--- src/rtl/wrd_quant_pkg.sv ---
// Shared quantizer definitions: default stream/shift widths and the run-sequencer state encoding.
package wrd_quant_pkg;

    localparam int unsigned DEF_I_BW     = 32;
    localparam int unsigned DEF_SHIFT_BW = $clog2(DEF_I_BW);

    typedef enum logic [1:0] {
        IDLE  = 2'd0,
        RUN   = 2'd1,
        DRAIN = 2'd2
    } state_t;

endpackage

--- src/rtl/quantizer_shift_table.sv ---
// Per-layer right-shift register file: one write port, combinational read by layer index.
module quantizer_shift_table
    import wrd_quant_pkg::*;
#(
    parameter int unsigned NUM_LAYERS = 3,
    parameter int unsigned SHIFT_BW   = DEF_SHIFT_BW,
    parameter int unsigned LAYER_BW   = (NUM_LAYERS > 1) ? $clog2(NUM_LAYERS) : 1
) (
    input  logic                clk_i,
    input  logic                rst_n_i,
    input  logic                wr_en,
    input  logic [LAYER_BW-1:0] wr_addr,
    input  logic [SHIFT_BW-1:0] wr_shift,
    input  logic [LAYER_BW-1:0] rd_addr,
    output logic [SHIFT_BW-1:0] rd_shift_c
);

    logic [SHIFT_BW-1:0] tbl [NUM_LAYERS];

    // Entries are compared against the address so out-of-range indices never alias.
    always_ff @(posedge clk_i or negedge rst_n_i) begin
        if (!rst_n_i) begin
            for (int i = 0; i < int'(NUM_LAYERS); i++) begin
                tbl[i] <= '0;
            end
        end else begin
            for (int i = 0; i < int'(NUM_LAYERS); i++) begin
                if (wr_en && (wr_addr == LAYER_BW'(i))) begin
                    tbl[i] <= wr_shift;
                end
            end
        end
    end

    always_comb begin
        rd_shift_c = '0;
        for (int i = 0; i < int'(NUM_LAYERS); i++) begin
            if (rd_addr == LAYER_BW'(i)) begin
                rd_shift_c = tbl[i];
            end
        end
    end

endmodule

--- src/rtl/quantizer_ctrl.sv ---
// Run sequencer for the post-ReLU quantizer: one-stage stream register tagged with per-layer shift.
// Optional beat counter output enabled by defining QUANT_CTRL_BEAT_CNT_EN.
module quantizer_ctrl
    import wrd_quant_pkg::*;
#(
    parameter int unsigned NUM_LAYERS = 3,
    parameter int unsigned I_BW       = DEF_I_BW,
    parameter int unsigned SHIFT_BW   = $clog2(I_BW),
    parameter int unsigned LAYER_BW   = (NUM_LAYERS > 1) ? $clog2(NUM_LAYERS) : 1
) (
    input  logic                clk_i,
    input  logic                rst_n_i,
    input  logic                cfg_wr_en_i,
    input  logic [LAYER_BW-1:0] cfg_addr_i,
    input  logic [SHIFT_BW-1:0] cfg_shift_i,
    output logic                cfg_err_o,
    input  logic                start_i,
    output logic                busy_o,
    output logic                done_o,
    output logic [LAYER_BW-1:0] layer_o,
    input  logic [I_BW-1:0]     data_i,
    input  logic                valid_i,
    input  logic                last_i,
    output logic                ready_o,
    output logic [I_BW-1:0]     data_o,
    output logic                valid_o,
    output logic                last_o,
    input  logic                ready_i,
`ifdef QUANT_CTRL_BEAT_CNT_EN
    output logic [15:0]         beat_cnt_o,
`endif
    output logic [SHIFT_BW-1:0] shift_o
);

    state_t              state_q, state_d;
    logic [LAYER_BW-1:0] layer_q, layer_d;
    logic                done_d;
    logic                accept_c;
    logic                cfg_wr_ok_c;
    logic [SHIFT_BW-1:0] tbl_shift_c;

    assign ready_o     = (state_q == RUN) && (!valid_o || ready_i);
    assign accept_c    = ready_o && valid_i;
    assign cfg_wr_ok_c = cfg_wr_en_i && (state_q == IDLE) && (32'(cfg_addr_i) < NUM_LAYERS);

    quantizer_shift_table #(
        .NUM_LAYERS (NUM_LAYERS),
        .SHIFT_BW   (SHIFT_BW),
        .LAYER_BW   (LAYER_BW)
    ) u_shift_table (
        .clk_i      (clk_i),
        .rst_n_i    (rst_n_i),
        .wr_en      (cfg_wr_ok_c),
        .wr_addr    (cfg_addr_i),
        .wr_shift   (cfg_shift_i),
        .rd_addr    (layer_q),
        .rd_shift_c (tbl_shift_c)
    );

    always_ff @(posedge clk_i or negedge rst_n_i) begin
        if (!rst_n_i) begin
            state_q <= IDLE;
        end else begin
            state_q <= state_d;
        end
    end

    // Layer advances on the accepted last beat so the very next beat picks up the new shift.
    always_comb begin
        state_d = state_q;
        layer_d = layer_q;
        done_d  = 1'b0;
        case (state_q)
            IDLE: begin
                if (start_i) begin
                    state_d = RUN;
                end
            end
            RUN: begin
                if (accept_c && last_i) begin
                    if (layer_q == LAYER_BW'(NUM_LAYERS - 1)) begin
                        state_d = DRAIN;
                    end else begin
                        layer_d = layer_q + LAYER_BW'(1);
                    end
                end
            end
            DRAIN: begin
                if (!valid_o || ready_i) begin
                    state_d = IDLE;
                    layer_d = '0;
                    done_d  = 1'b1;
                end
            end
            default: begin
                state_d = IDLE;
                layer_d = '0;
            end
        endcase
    end

    always_ff @(posedge clk_i or negedge rst_n_i) begin
        if (!rst_n_i) begin
            layer_o   <= '0;
            done_o    <= 1'b0;
            busy_o    <= 1'b0;
            cfg_err_o <= 1'b0;
        end else begin
            layer_o   <= layer_d;
            done_o    <= done_d;
            busy_o    <= (state_d != IDLE);
            cfg_err_o <= cfg_wr_en_i && !cfg_wr_ok_c;
        end
    end

    // Single output stage: loads on accept, holds under backpressure, empties when consumed.
    always_ff @(posedge clk_i or negedge rst_n_i) begin
        if (!rst_n_i) begin
            valid_o <= 1'b0;
            data_o  <= '0;
            last_o  <= 1'b0;
            shift_o <= '0;
        end else if (accept_c) begin
            valid_o <= 1'b1;
            data_o  <= data_i;
            last_o  <= last_i;
            shift_o <= tbl_shift_c;
        end else if (ready_i) begin
            valid_o <= 1'b0;
        end
    end

    // layer_q mirrors layer_o so the table read is indexed by the registered layer.
    assign layer_q = layer_o;

`ifdef QUANT_CTRL_BEAT_CNT_EN
    always_ff @(posedge clk_i or negedge rst_n_i) begin
        if (!rst_n_i) begin
            beat_cnt_o <= '0;
        end else if ((state_q == IDLE) && start_i) begin
            beat_cnt_o <= '0;
        end else if (accept_c && (beat_cnt_o != 16'hFFFF)) begin
            beat_cnt_o <= beat_cnt_o + 16'd1;
        end
    end
`endif

endmodule

--- config.mk ---
export PLATFORM = sky130hd
export DESIGN_NAME = quantizer_ctrl
export DESIGN_NICKNAME = d
export VERILOG_FILES = /design/src/rtl/wrd_quant_pkg.sv /design/src/rtl/quantizer_shift_table.sv /design/src/rtl/quantizer_ctrl.sv
export SDC_FILE = /design/constraint.sdc
export NUM_CORES = 1
export LEC_CHECK = 0
export CAP_MARGIN = 20
export CORE_MARGIN = 2
export CORE_UTILIZATION = 40
export CTS_CLUSTER_SIZE = 25
export DETAILED_ROUTE_END_ITERATION = 8
export PLACE_DENSITY = 0.82
export SLEW_MARGIN = 20
export SYNTH_ARGS = -nofsm -noshare
export SYNTH_HDL_FRONTEND = slang
export SYNTH_SLANG_ARGS = --single-unit
--- constraint.sdc ---
create_clock -name clk_i -period 1.4 [get_ports clk_i]
set_input_delay 0.35 -clock clk_i [delete_from_list [all_inputs] [get_ports clk_i]]
set_output_delay 0.35 -clock clk_i [all_outputs]
set_load 0.03 [all_outputs]
After elaboration in Yosys (flattened, before gate mapping)
Index checks and enable logic that the tools add are counted.

storage, ports and cells
  logic and storage cells = 58
  register bits = 61
  input port bits = 46

operators by class
  eq/ne operators = 9
  reductions and logical operators = 18
  add/subtract/negate cells = 1
  mux-type cells = 16
  $lt $le $gt $ge = 1
  bitwise logic cells = 1

operator list
  operator             count
  $mux 5               3
  $mux 2               7
  $pmux 2 s3           2
  $logic_and 1x1->1    9
  $eq 2x1->1 const B   3
  $eq 2x2->1 const B   3
  $logic_not 2->1      3
  $mux 1               4
  $ne 2x2->1 const B   2
  $reduce_and 4->1     1
  $reduce_bool 2->1    2
  $add 2x1->2 const B  1
  $logic_not 1->1      2
  $lt 2x2->1 const B   1
  $ne 2x1->1 const B   1
  $logic_or 1x1->1     1
  $not 1->1            1

Depth between registers and ports, before layout
  depth in word-level cells = 8
  depth in mapped cells = 6
  mapped depth without buffers = 5

Modules after synthesis
From an unflattened synthesis, not the netlist that was laid out.

unflattened totals
  cells, all modules = 162
  area total of the unflattened synthesis = 2504.9 um^2

by module, submodules not included
  module                 area an instance (um^2)  cells an instance  seq. area each (um^2)  times used
  quantizer_ctrl         1821.7                   117                1151.1                 1
  quantizer_shift_table  683.2                    45                 375.4                  1

Least setup slack after synthesis
OpenSTA, ideal clock, no wires.

  path type = register -> register
  from = register layer_o[0]
  to = register shift_o[4]
  stages on the path, launching flop included = 6
  data required time = 1278 ps
  clock period less this slack = 1703 ps
  arrival time = 1582 ps
  path buffers = 1
  setup slack = -303 ps
  cells stage by stage = dfrtp_1 -> inv_1 -> ha_1 -> buf_1 -> a221o_1 -> a32o_1

on the way
  cells in the longest elaborated chain, start to end = 4

ends and longest elaborated chain
  item                    line                         text
  start, declared         quantizer_ctrl.sv:20         output logic [LAYER_BW-1:0] layer_o,
  start signal, assigned  quantizer_ctrl.sv:109        layer_o <= layer_d;
  $logic_not 2->1         quantizer_shift_table.sv:38  if (rd_addr == LAYER_BW'(i)) begin
  $mux 5 (2 in a row)     quantizer_shift_table.sv:38
  $mux 5 *                quantizer_shift_table.sv:38
  end signal, assigned    quantizer_ctrl.sv:127        shift_o <= tbl_shift_c;
  end, declared           quantizer_ctrl.sv:32         output logic [SHIFT_BW-1:0] shift_o

Mark *: on every way between the ends. The rest lies on a longest branch, timed or not.
A chain may end at the register's enable or synchronous reset.

Worst setup path in the final report
  from = register state_q[1]
  to = output port ready_o

on the way
  cells in the longest elaborated chain, start to end = 2

ends and longest elaborated chain
  item                    line                  text
  start, declared         quantizer_ctrl.sv:35  state_t state_q, state_d;
  start signal, assigned  quantizer_ctrl.sv:64  state_q <= state_d;
  $eq 2x1->1              quantizer_ctrl.sv:42  assign ready_o = (state_q == RUN) && (!valid_o || ready_i);
  $logic_and 1x1->1       quantizer_ctrl.sv:42
  end, declared           quantizer_ctrl.sv:24  output logic ready_o,

Every way passes these cells.

==> summary.md <==
| Metric | Value |
|---|---|
| Seq/Total Area, Yosys | 0.600 |
| Status | finished with violations |
| Clock Skews | roughly 0.011 ns |
| PD cells | between 2000 and 2500 mW/mm^2 |
| H-tree levels | 3 |
| RSZ-0062 raised after global routing | yes |
| Average size of a mapped cell | ~15 sq um |
| Final setup viols | 45 |
| Largest net degree at the start of global routing | a little over 60 |
| Initial Util | 0.407 |
| Layout cell share with drive strength beyond 1 | 0.512 |
| Initial antenna violation count | 0 |
| Critical Path Fanout Max | 2 |
| Gr usage total | 0.188 |
| Cell count after synthesis | around 170 |
| CP top delay family | flip-flops |
| Failing checks | negative setup slack |
| Max-Cap Viols | 0 |
| Setup TNS Final | -5.24 ns |
| Die area | approximately 0.007 sq mm |
| First-pass GRT wire length | roughly 10 mm |
| Clk_lat worst skew | 0.34 ns |
| Setup CP Type | reg2out |
| Crit end category | output port |
| Crit-path slowest cell | dfrtp_1 |
| Core ar. | roughly 0.0062 sq mm |
| Antenna cells | 0 |
| I/O Buffers | 90 |
| Remaining Overflow, GRT | 0 |
| Max clock buf depth | 2 |
| Dpl cells | between 300 and 400 |
| Number of global-route vias before repair | around 2,100 |
| Hold WC Path Type | in2async |
| Critical path data arrival time | about 1.2 ns |
| Max-slew violations | 0 |
| Ys Warns | 0 |
| Reg2reg setup slack | -0.15 ns |
| Routability Congestion | between 0.8 and 0.9 |
| Row Count | 29 |
| Routed vias | between 1,500 and 2,000 |
| Post-Layout Inst Area | 0.00403 sq mm |
| Chip height | between 80 and 90 um |
| CTS tree | yes |
| # nets final | roughly 340 |
| CP required | 1.05 ns |
| Actual slew at the worst max-slew pin | 0.331 ns |
| CP cell instances | buf_6 > nand2b_4 > nor2_4 > buf_6 |
| CTS Buf Count | 9 |
| Num Clock Sinks | between 60 and 70 |
| Final worst-path cycle share | 1.12 |
| Fin crit period | ~1.6 ns |
| Rel. slew slack | 0.777 |
| Clock Pin Slew Worst Setup and Hold Paths | about 0.070 ns |
| Unique masters post-synth | 27 |
| Dpl hpwl | approximately 4.2 mm |
| Count of non-filler cells in the finished layout | 372 |
| FF+latch count, synth | 61 |
| CP peak stage delay | 0.39 ns |
| IO Pins | 91 |
| Worst Path Buf+Inv | 2 |
| Peak Freq | about 640 MHz |
| Commonest non-fill, non-tap cell in the layout | dfrtp_1 |
| Most frequent cells in the layout | dfrtp_1 (58), mux2_2 (44), clkdlybuf4s50_1 (44) |
| Dpl cell area | 0.00366 sq mm |
| First-pass DRT Iterations | 4 |
| Area grow syn2layout | 58.5% |
| DRT iter0 DRCs | 43 |
| Post-Syn Area | roughly 0.0025 sq mm |
| Peak VDD IR | between 0.001 and 0.0015 V |
| DRC | 0 |
| Lkg Pwr | roughly 0.0018 uW |
| Routed WL | a little over 6 mm |
| Synth async-reset ratio | 1.00 |
| EDFF count, synth | 0 |
| Clock root buffer | clkbuf_8 |
| Final hold vios | 0 |
| Syn Nets | 222 |
| Most common cell on crit path | buf_6 |
| Setup WS post-layout | -0.164 ns |
| Via density | slightly above 5 |
| Routed Antenna Nets | 0 |
| Die width | around 84 um |
| Startpoint types | flop |
| Synth Flop Type | dfrtp_1 |
| Drt wl/cell | ~17 um |
## flip-flops by register name, indices dropped and copies added (netlist names)
name and cells:
data_o 32, u_shift_table.tbl 15, shift_o 5, layer_o 2, state_q 2, busy_o 1
cfg_err_o 1, done_o 1, last_o 1, valid_o 1
## routing by layer
layer	global-route usage	wire length [um]
met3	0.0781	412
met1	0.211	2440
met5	0	0
met4	0.0601	90
met2	0.324	3240
## stage by stage
step | hold slack, ns | util | worst slack (ns) | power [uW]
6_report | 0.000217 | 0.646 | -0.164 | 9030
5_1_grt | 0.00175 | 0.646 | -0.226 | 9510
4_1_cts | 0.00792 | 0.658 | -0.172 | 9120
3_5_place_dp | 0.379 | 0.586 | -0.410 | 7120
3_3_place_gp | 0.381 | 0.586 | -0.374 | 6990
2_1_floorplan | 0.0544 | - | -0.0813 | 5340
## power breakdown
| part | total [uW] | leakage [uW] | internal [uW] | switching (uW) |
|---|---|---|---|---|
| combinational | 4310 | 0.000936 | 2110 | 2200 |
| sequential | 2960 | 0.000734 | 2500 | 452 |
| clock | 1770 | 0.000116 | 1090 | 673 |
| total | 9030 | 0.00179 | 5710 | 3320 |
## timing repair
action	in CTS	in global routing
gates cloned	2	0
setup buffers	6	0
hold buffers	0	0
setup endpoints to repair	80	77
pin swaps	1	2
gates resized for setup	122	40
## cell families after synthesis
kind of cell	after synthesis	synth area share
and+or+nand+nor	21	0.0595
AOI/OAI and AO/OA	24	0.0738
muxes	48	0.219
adders and majority gates	3	0.0148
buffers and inverters	16	0.0330
DFF	61	0.600
## final cells by class
| type | instances | area, sq um |
|---|---|---|
| fill | 496 | 2210 |
| sequential | 61 | 1530 |
| timing repair buffer | 114 | 1130 |
| multi-input combinational | 96 | 1010 |
| clock buffer | 12 | 155 |
| tap | 77 | 96.3 |
| clock inverter | 4 | 70.1 |
| inverter | 8 | 37.5 |
## final timing paths
kind / start / end / depth (start not counted)
worst max-delay path: state_q[1] / ready_o / 4
worst min-delay path: rst_n_i / u_shift_table.tbl[9] / 2
worst max register to register: state_q[1] / data_o[18] / 7
worst min register to register: data_o[24] / data_o[24] / 1
max in group asynchronous: rst_n_i / valid_o / 2
min in group clk_i: data_o[24] / data_o[24] / 1
## Yosys cell counts, types with 3 or more instances
cell type	count	share of area
a21oi_1	7	0.014
a221o_1	4	0.016
a32o_1	7	0.028
buf_2	4	0.0079
dfrtp_1	61	0.60
ha_1	3	0.015
inv_1	8	0.012
mux2_2	44	0.19
mux2_4	4	0.024
nand2_1	4	0.0059
nand2b_1	3	0.0074
nand4b_1	3	0.010
nor2_1	3	0.0044
Note: power is estimated with default switching activity, not from simulation.
